--- src/rtl/mem_arb_pkg.sv ---
// Shared types and constants for the main-memory port arbiter.
package mem_arb_pkg;
  typedef enum logic [1:0] {IDLE, ACCESS, DONE} state_t;
  typedef enum logic {OWN_I, OWN_D} owner_t;

  localparam int DEF_MEM_WIDTH = 128;
  localparam int LINE_OFF      = $clog2(DEF_MEM_WIDTH / 8);

  function automatic int line_off_of(input int mem_width);
    return $clog2(mem_width / 8);
  endfunction
endpackage

--- src/rtl/mem_port_arbiter_if.sv ---
// Main-memory port bus: master = arbiter, slave = memory controller.
interface mem_port_arbiter_if #(
    parameter int MEM_WIDTH  = 128,
    parameter int ADDR_WIDTH = 32
);
    logic                  ce_n;
    logic                  we_n;
    logic                  oe_n;
    logic                  bw;
    logic                  multiple_read;
    logic [ADDR_WIDTH-1:0] addr;
    logic [31:0]           wdata;
    logic [MEM_WIDTH-1:0]  rdata;
    logic                  hold;

    modport master (output ce_n, we_n, oe_n, bw, multiple_read, addr, wdata,
                    input  rdata, hold);
    modport slave  (input  ce_n, we_n, oe_n, bw, multiple_read, addr, wdata,
                    output rdata, hold);
endinterface

--- src/rtl/mem_port_arbiter_rr_arbiter2.sv ---
// Two-input grant between I-cache and data port; remembers the last owner served.
// ARB_FIXED_PRIO_EN: data port always wins ties instead of alternating.
module rr_arbiter2
    import mem_arb_pkg::*;
(
    input  logic   clk,
    input  logic   reset,
    input  logic   req_i,
    input  logic   req_d,
    input  logic   update,
    input  owner_t done_owner,
    output owner_t grant
);
    owner_t last_grant;

    always_ff @(posedge clk) begin
        if (reset)       last_grant <= OWN_D;
        else if (update) last_grant <= done_owner;
    end

`ifdef ARB_FIXED_PRIO_EN
    logic unused_last;
    assign unused_last = (last_grant == OWN_I);

    always_comb begin
        grant = OWN_D;
        if (req_i && !req_d) grant = OWN_I;
    end
`else
    always_comb begin
        grant = OWN_D;
        if (req_i && req_d) grant = (last_grant == OWN_D) ? OWN_I : OWN_D;
        else if (req_i)     grant = OWN_I;
    end
`endif
endmodule

--- src/rtl/mem_port_arbiter.sv ---
// Shares the main-memory port between I-cache refill and the CPU data port.
// ARB_FIXED_PRIO_EN selects fixed data-first priority instead of round-robin.
module mem_port_arbiter
    import mem_arb_pkg::*;
#(
    parameter int HOLD_CYCLES = 0,
    parameter int MEM_WIDTH   = 128,
    parameter int ADDR_WIDTH  = 32
) (
    input  logic                  clk,
    input  logic                  reset,
    input  logic                  ic_req,
    input  logic [ADDR_WIDTH-1:0] ic_addr,
    output logic [MEM_WIDTH-1:0]  ic_rdata,
    output logic                  ic_done,
    input  logic                  d_ce,
    input  logic                  d_rw,
    input  logic                  d_bw,
    input  logic [ADDR_WIDTH-1:0] d_addr,
    input  logic [31:0]           d_wdata,
    output logic [31:0]           d_rdata,
    output logic                  d_done,
    output logic                  d_hold,
    mem_port_arbiter_if.master    mem
);
    localparam int LOFF = line_off_of(MEM_WIDTH);
    localparam int CW   = (HOLD_CYCLES > 0) ? $clog2(HOLD_CYCLES + 1) : 1;

    state_t          state;
    owner_t          owner;
    owner_t          grant;
    logic            rw;
    logic [CW-1:0]   cnt;
    logic [LOFF-3:0] wsel;

    rr_arbiter2 u_arb (
        .clk        (clk),
        .reset      (reset),
        .req_i      (ic_req),
        .req_d      (d_ce),
        .update     (state == DONE),
        .done_owner (owner),
        .grant      (grant)
    );

    assign d_hold = d_ce & ~d_done;

    always_ff @(posedge clk) begin
        if (reset) begin
            state             <= IDLE;
            owner             <= OWN_D;
            rw                <= 1'b1;
            cnt               <= '0;
            wsel              <= '0;
            mem.ce_n          <= 1'b1;
            mem.we_n          <= 1'b1;
            mem.oe_n          <= 1'b1;
            mem.bw            <= 1'b0;
            mem.multiple_read <= 1'b0;
            mem.addr          <= '0;
            mem.wdata         <= '0;
            ic_done           <= 1'b0;
            d_done            <= 1'b0;
            ic_rdata          <= '0;
            d_rdata           <= '0;
        end else begin
            ic_done <= 1'b0;
            d_done  <= 1'b0;
            case (state)
                IDLE: if (ic_req || d_ce) begin
                    owner    <= grant;
                    cnt      <= '0;
                    state    <= ACCESS;
                    mem.ce_n <= 1'b0;
                    if (grant == OWN_I) begin
                        // refills always fetch the whole line, so drop the in-line offset
                        rw                <= 1'b1;
                        mem.addr          <= ic_addr & ~ADDR_WIDTH'((1 << LOFF) - 1);
                        mem.bw            <= 1'b0;
                        mem.multiple_read <= 1'b1;
                        mem.oe_n          <= 1'b0;
                        mem.we_n          <= 1'b1;
                    end else begin
                        rw                <= d_rw;
                        wsel              <= d_addr[LOFF-1:2];
                        mem.addr          <= d_addr;
                        mem.bw            <= d_bw;
                        mem.wdata         <= d_wdata;
                        mem.multiple_read <= 1'b0;
                        mem.oe_n          <= ~d_rw;
                        mem.we_n          <= d_rw;
                    end
                end
                ACCESS: if (!mem.hold) begin
                    if (cnt == CW'(HOLD_CYCLES)) begin
                        state             <= DONE;
                        mem.ce_n          <= 1'b1;
                        mem.we_n          <= 1'b1;
                        mem.oe_n          <= 1'b1;
                        mem.multiple_read <= 1'b0;
                        if (owner == OWN_I) begin
                            ic_rdata <= mem.rdata;
                            ic_done  <= 1'b1;
                        end else begin
                            d_done <= 1'b1;
                            if (rw) d_rdata <= mem.rdata[{wsel, 5'd0} +: 32];
                        end
                    end else begin
                        cnt <= cnt + 1'b1;
                    end
                end
                DONE:    state <= IDLE;
                default: state <= IDLE;
            endcase
        end
    end
endmodule

--- src/flat_wrapper.sv ---
// flat-port wrapper written by rule: the top's interface ports become plain ports
module mem_port_arbiter_flat import mem_arb_pkg::*;
#(
    parameter int HOLD_CYCLES = 0,
    parameter int MEM_WIDTH   = 128,
    parameter int ADDR_WIDTH  = 32
)
  (clk, reset, ic_req, ic_addr, ic_rdata, ic_done, d_ce, d_rw, d_bw, d_addr, d_wdata, d_rdata, d_done, d_hold, mem_ce_n, mem_we_n, mem_oe_n, mem_bw, mem_multiple_read, mem_addr, mem_wdata, mem_rdata, mem_hold);
  mem_port_arbiter_if #(.MEM_WIDTH(MEM_WIDTH), .ADDR_WIDTH(ADDR_WIDTH)) mem_i ();
  input  logic clk;
  input  logic reset;
  input  logic ic_req;
  input  logic [ADDR_WIDTH-1:0] ic_addr;
  output logic [MEM_WIDTH-1:0] ic_rdata;
  output logic ic_done;
  input  logic d_ce;
  input  logic d_rw;
  input  logic d_bw;
  input  logic [ADDR_WIDTH-1:0] d_addr;
  input  logic [31:0] d_wdata;
  output logic [31:0] d_rdata;
  output logic d_done;
  output logic d_hold;
  output wire logic [$bits(mem_i.ce_n)-1:0] mem_ce_n;
  output wire logic [$bits(mem_i.we_n)-1:0] mem_we_n;
  output wire logic [$bits(mem_i.oe_n)-1:0] mem_oe_n;
  output wire logic [$bits(mem_i.bw)-1:0] mem_bw;
  output wire logic [$bits(mem_i.multiple_read)-1:0] mem_multiple_read;
  output wire logic [$bits(mem_i.addr)-1:0] mem_addr;
  output wire logic [$bits(mem_i.wdata)-1:0] mem_wdata;
  input wire logic [$bits(mem_i.rdata)-1:0] mem_rdata;
  input wire logic [$bits(mem_i.hold)-1:0] mem_hold;
  assign mem_ce_n = mem_i.ce_n;
  assign mem_we_n = mem_i.we_n;
  assign mem_oe_n = mem_i.oe_n;
  assign mem_bw = mem_i.bw;
  assign mem_multiple_read = mem_i.multiple_read;
  assign mem_addr = mem_i.addr;
  assign mem_wdata = mem_i.wdata;
  assign mem_i.rdata = mem_rdata;
  assign mem_i.hold = mem_hold;
  mem_port_arbiter #(.HOLD_CYCLES(HOLD_CYCLES), .MEM_WIDTH(MEM_WIDTH), .ADDR_WIDTH(ADDR_WIDTH)) u_core (.clk(clk), .reset(reset), .ic_req(ic_req), .ic_addr(ic_addr), .ic_rdata(ic_rdata), .ic_done(ic_done), .d_ce(d_ce), .d_rw(d_rw), .d_bw(d_bw), .d_addr(d_addr), .d_wdata(d_wdata), .d_rdata(d_rdata), .d_done(d_done), .d_hold(d_hold), .mem(mem_i));
endmodule
--- config.mk ---
export PLATFORM = sky130hd
export DESIGN_NAME = mem_port_arbiter_flat
export DESIGN_NICKNAME = d
export VERILOG_FILES = /design/src/rtl/mem_arb_pkg.sv /design/src/rtl/mem_port_arbiter_if.sv /design/src/rtl/mem_port_arbiter_rr_arbiter2.sv /design/src/rtl/mem_port_arbiter.sv /design/src/flat_wrapper.sv
export SDC_FILE = /design/constraint.sdc
export NUM_CORES = 1
export LEC_CHECK = 0
export CAP_MARGIN = 10
export CORE_AREA = 2 2 182 184
export CTS_CLUSTER_SIZE = 30
export DETAILED_ROUTE_END_ITERATION = 6
export DIE_AREA = 0 0 184 186
export PLACE_DENSITY_LB_ADDON = 0.15
export SLEW_MARGIN = 40
export SYNTH_ARGS = -nofsm -noshare
export SYNTH_HDL_FRONTEND = slang
export SYNTH_SLANG_ARGS = --single-unit
--- constraint.sdc ---
create_clock -name clk -period 2.7 [get_ports clk]
set_clock_uncertainty 0.15 [all_clocks]
set_input_delay 0.54 -clock clk [delete_from_list [all_inputs] [get_ports clk]]
set_output_delay 0.54 -clock clk [all_outputs]
set_load 0.005 [all_outputs]
# Yosys cells after proc, flatten, opt, wreduce, memory -nomap -nowiden
# Index checks and enable logic that the tools add are counted.
[word_totals]
register_bits = 239
rom_bits = 0
word_cells = 72
ramBits = 0
latchBits = 0
n_memories = 0
[op_classes]
n_eq_ne = 5
n_div = 0
mux = 29
n_bitwise = 7
n_lt_le_gt_ge = 0
multipliers = 0
n_shift = 1
addsub = 1
n_reduce_logical = 12
[op_table]
columns = ["cell", "n"]
rows = [
  ["$shiftx 128x8->32", 1],
  ["$mux 32", 1],
  ["$mux 1", 19],
  ["$pmux 1 s2", 5],
  ["$reduce_and 3->1", 3],
  ["$reduce_and 4->1", 2],
  ["$mux 2", 3],
  ["$not 1->1", 6],
  ["$reduce_and 5->1", 1],
  ["$ne 2x2->1 const B", 2],
  ["$pmux 2 s2", 1],
  ["$reduce_or 4->1", 1],
  ["$eq 2x1->1 const B", 1],
  ["$eq 2x2->1 const B", 1],
  ["$logic_not 2->1", 1],
  ["$ne 2x1->1 const B", 1],
  ["$reduce_and 2->1", 1],
  ["$reduce_bool 2->1", 1],
  ["$add 1x1->1 const B", 1],
  ["$and 1x1->1", 1],
  ["$logic_and 1x1->1", 1],
  ["$logic_or 1x1->1", 1],
]

# Depth between registers and ports, before layout
[depth]
word_depth = 5
ltp_mapped = 6
depth_no_buf = 3

# Modules after synthesis
# A second synthesis with hierarchy kept.
[hier_totals]
hier_cells = 1029
area_unflattened_um2 = 9520.4
[by_module_without_submodules]
columns = ["mod", "cells_per_inst", "instances", "area_each_um2"]
rows = [
  ["mem_port_arbiter", 1024, 1, 9476.6],
  ["rr_arbiter2", 5, 1, 43.8],
]

# Least setup slack after synthesis
# Ideal clock, no wire load.
[synth_timing]
kind = "in2out"
startpoint = "in d_ce"
endpoint = "out d_hold"
path_buffers = 2
path_stages = 4
path_slack_ns = 0.855
arrival_time_ns = 1.155
path_cell_list = "clkbuf_1 -> inv_1 -> clkbuf_1 -> nor2_1"
[synth_between]
elab_chain_len = 1
[synth_rtl]
columns = ["item", "line", "rtl"]
rows = [
  ["start, declared", "flat_wrapper.sv:16", "input logic d_ce;"],
  ["$and 1x1->1", "mem_port_arbiter.sv:46", "assign d_hold = d_ce & ~d_done;"],
  ["end, declared", "flat_wrapper.sv:23", "output logic d_hold;"],
]
# Every way passes these cells.

# Worst setup path after layout
[layout_timing]
startpoint = "reg u_core.d_rdata[24]"
endpoint = "out d_rdata[24]"
[layout_rtl]
columns = ["item", "line", "rtl"]
rows = [
  ["start, declared", "mem_port_arbiter.sv:21", "output logic [31:0] d_rdata,"],
  ["start signal, assigned", "mem_port_arbiter.sv:106", "if (rw) d_rdata <= mem.rdata[{wsel, 5'd0} +: 32];"],
  ["end, declared", "flat_wrapper.sv:21", "output logic [31:0] d_rdata;"],
]
# No word-level cell between the ends.

==> impl_metrics.py <==
metrics = {
    "routing": {
        "ant_nets": 0,
        "vias_per_cell": 4.90,
        "route.detailed.drc": 0,
        "drtPass1Iterations": 4,
        "routed-via-count": 9291,
        "wirelength_um": 37000,
        "drt_iter0_drc": 463,
        "wl_per_cell_um": 19.5,
    },
    "setup_path": {
        "crit_fanout": 2,
        "rr_startpoint": "u_core.state[1]$_SDFFE_PP0P_",
        "worst-setup-path-type": "flip-flop to output port",
        "crit_chain": "clkdlybuf4s50_1",
        "startpoint_type": "flip-flop",
        "r2r_slack_ps": 800,
        "crit_cells": 1,
        "critPathSlowestCell": "clkdlybuf4s50_1",
        "end_kind": "output port",
        "cpLargestDelayFamily": "buffers and inverters",
        "critPathBufInv": 1,
        "crit_arrival_ps": 1500,
        "timing.rr.end": "u_core.mem.addr[25]$_SDFFE_PP0P_",
        "cpPeakStageDelay_ps": 630,
        "worstRegToRegCells": 3,
        "critPathRequiredTime_ps": 2010,
    },
    "clock_network": {
        "cts-resized-gates": 0,
        "insertion_delay_ps": 540,
        "cts_num_sinks": 238,
        "cts_inserted_buffers": 29,
        "postCtsHoldBufs": 0,
        "cts_tree": "built",
        "htree_num_levels": 1,
        "clkTransAtPathRegs_ps": 60,
        "cts_setup_buffers": 0,
        "clock-root-buffer": "clkbuf_16",
        "cts.path.max_buffers": 3,
    },
    "synthesis": {
        "yosys-top-cells-area": "dfxtp_1 51%, nand2_1 10%, a21oi_1 9.1%",
        "syn_area_um2": 9370,
        "synth_top_cell_by_area": "dfxtp_1",
        "avgSynthCellArea_um2": 8.88,
        "ys_warn_count": 0,
        "syn_inst": 1055,
        "ys_ff_latch": 238,
        "async_flop_share": 0,
        "synth_commonest_cells": "258 x nand2_1, 238 x dfxtp_1, 171 x a21oi_1",
        "yosysSeqAreaShare": 0.508,
        "synth.distinct_cells": 33,
        "ys.flop_type": "dfxtp_1",
        "synth_most_common_cell": "nand2_1",
        "yosysTopAreaCellShare": 0.508,
        "synth_edf_count": 0,
        "syn_nets": 1286,
    },
    "final_layout": {
        "syn_to_final_growth_pct": 63.0,
        "multi_input_area_um2": 4100,
        "nets": 1697,
        "num-fill-cells": 3116,
        "drive_above_1_share": 0.0833,
        "final_cells": 1898,
        "register_area_um2": 4770,
    },
    "floorplan": {
        "core_area_um2": 32200,
        "die_h_um": 186,
        "ios": 463,
        "die_x_um": 184,
        "start_util": 0.291,
        "rows": 66,
        "dieArea_um2": 34200,
    },
    "global_routing": {
        "first_global_vias": 8999,
        "grt_use_total": 0.205,
        "grt_pass1_wl_um": 54300,
        "grt_max_degree": 84,
        "antenna_found_initial": 2,
        "grt_use_met2": 0.351,
        "top_usage_layer": "met2",
        "gr-usage-met3": 0.0697,
        "grtUsageMet1": 0.245,
        "overflow": 0,
    },
    "pwr": {
        "total_leakage_power_nw": 5.14,
        "vdd.ir_drop.worst_v": 0.000441,
        "power_density_nw_per_um2": 578,
    },
    "timing": {
        "period_needed_ps": 2190,
        "worstMarginPinSlew_ps": 840,
        "rsz0062_at_grt": "false",
        "clock.fmax_mhz": 457,
        "post-route-period-util": 0.811,
        "setup_tns_ps": 0,
        "drv_slew": 0,
        "slew_headroom": 0.440,
        "setup_viol": 0,
        "timing.final.hold_violations": 0,
    },
    "place": {
        "dp_cells": 1843,
        "port-buffer-count": 458,
        "hpwl_um": 25500,
        "place.gp.congestion": 0.774,
    },
    "worst_hold_path": {
        "min_to": "u_core.state[1]$_SDFFE_PP0P_",
        "min-delay-start": "reset",
        "hold_depth": 2,
        "hold_path.class": "input pin to flip-flop",
    },
    "flow_run": {
        "drv_cap": 0,
    },
    "outcome": {
        "status": "completed",
    },
}
==> metrics by stage <==
step                setup WS [ps]  utilization  total power [mW]  hold WS (ps)  instance area [um^2]
finish                        512        0.474              8.83          80.6                 15300
floorplan                     855            -              4.29           303                  9370
global route                  441        0.474              9.21          71.1                 15300
CTS                           465        0.474              8.96          49.2                 15300
detailed placement            246        0.445              5.12           296                 14300
global placement              263        0.445              5.11           291                 14300
==> worst max-delay path by stage <==
| stage | endpoint | slack [ps] | from |
|---|---|---|---|
| after floorplan | d_hold | 850 | d_ce |
| after global placement | u_core.ic_rdata[81]$_SDFFE_PP0P_ | 260 | mem_hold |
| after detailed placement | u_core.ic_rdata[116]$_SDFFE_PP0P_ | 250 | mem_hold |
| after CTS | ic_rdata[119] | 460 | u_core.ic_rdata[119]$_SDFFE_PP0P_ |
| after global routing | d_rdata[25] | 440 | u_core.d_rdata[25]$_SDFFE_PP0P_ |
| final | d_rdata[24] | 510 | u_core.d_rdata[24]$_SDFFE_PP0P_ |
==> kinds of logic (layout without fill, tap and decap cells) <==
logic type,after synthesis,count (layout),synth area share
compound gates,308,308,0.184
buf+inv,107,540,0.0585
flops,238,238,0.508
mux,32,32,0.0769
other cells,0,2,0
simple gates,370,370,0.172
==> layer usage <==
layer | vias up | routed length (um)
li1 | 4539 | -
met1 | 4354 | 15100
met2 | 346 | 17600
met3 | 52 | 3510
met4 | 0 | 829
met5 | - | 0
==> flip-flops by register name (all words and copies together) (netlist names) <==
name / count
u_core.mem.wdata: 32
u_core.u_arb.last_grant: 1
u_core.ic_done: 1
u_core.d_rdata: 32
u_core.d_done: 1
u_core.mem.we_n: 1
u_core.mem.multiple_read: 1
u_core.mem.bw: 1
u_core.mem.ce_n: 1
u_core.ic_rdata: 128
u_core.state: 2
u_core.wsel: 2
u_core.rw: 1
u_core.owner: 1
u_core.mem.oe_n: 1
u_core.mem.addr: 32
==> placed cells by master, fill, tap and decap left out, drive strengths merged, types with 28 or more instances in the layout <==
cell type	synthesis	layout
clkdlybuf4s50	0	456
nand2	258	258
dfxtp	238	238
a21oi	171	171
o21ai	69	69
nand3	66	66
clkbuf	56	40
mux4	32	32
a22o	32	32
a31oi	29	29
buf	49	29
nand4	28	28
==> power breakdown <==
part | internal (mW) | leakage, nW | switching [mW] | total (mW)
Sequential | 3.65 | 1.93 | 0.0879 | 3.74
Clock | 2.27 | 0.476 | 1.54 | 3.80
Combinational | 0.741 | 2.73 | 0.550 | 1.29
Total | 6.66 | 5.14 | 2.17 | 8.83
==> final cells by class <==
| class | count | share of cell area |
|---|---|---|
| clock inverters | 13 | 0.00606 |
| well taps | 408 | 0.0334 |
| inverters | 2 | 0.000491 |
| clock buffers | 40 | 0.0554 |
| diodes | 2 | 0.000328 |
| repair buffers | 485 | 0.324 |
| multi-input cells | 710 | 0.269 |
| flip-flops and latches | 238 | 0.312 |
No activity file was read; power rests on OpenSTA's default activity.
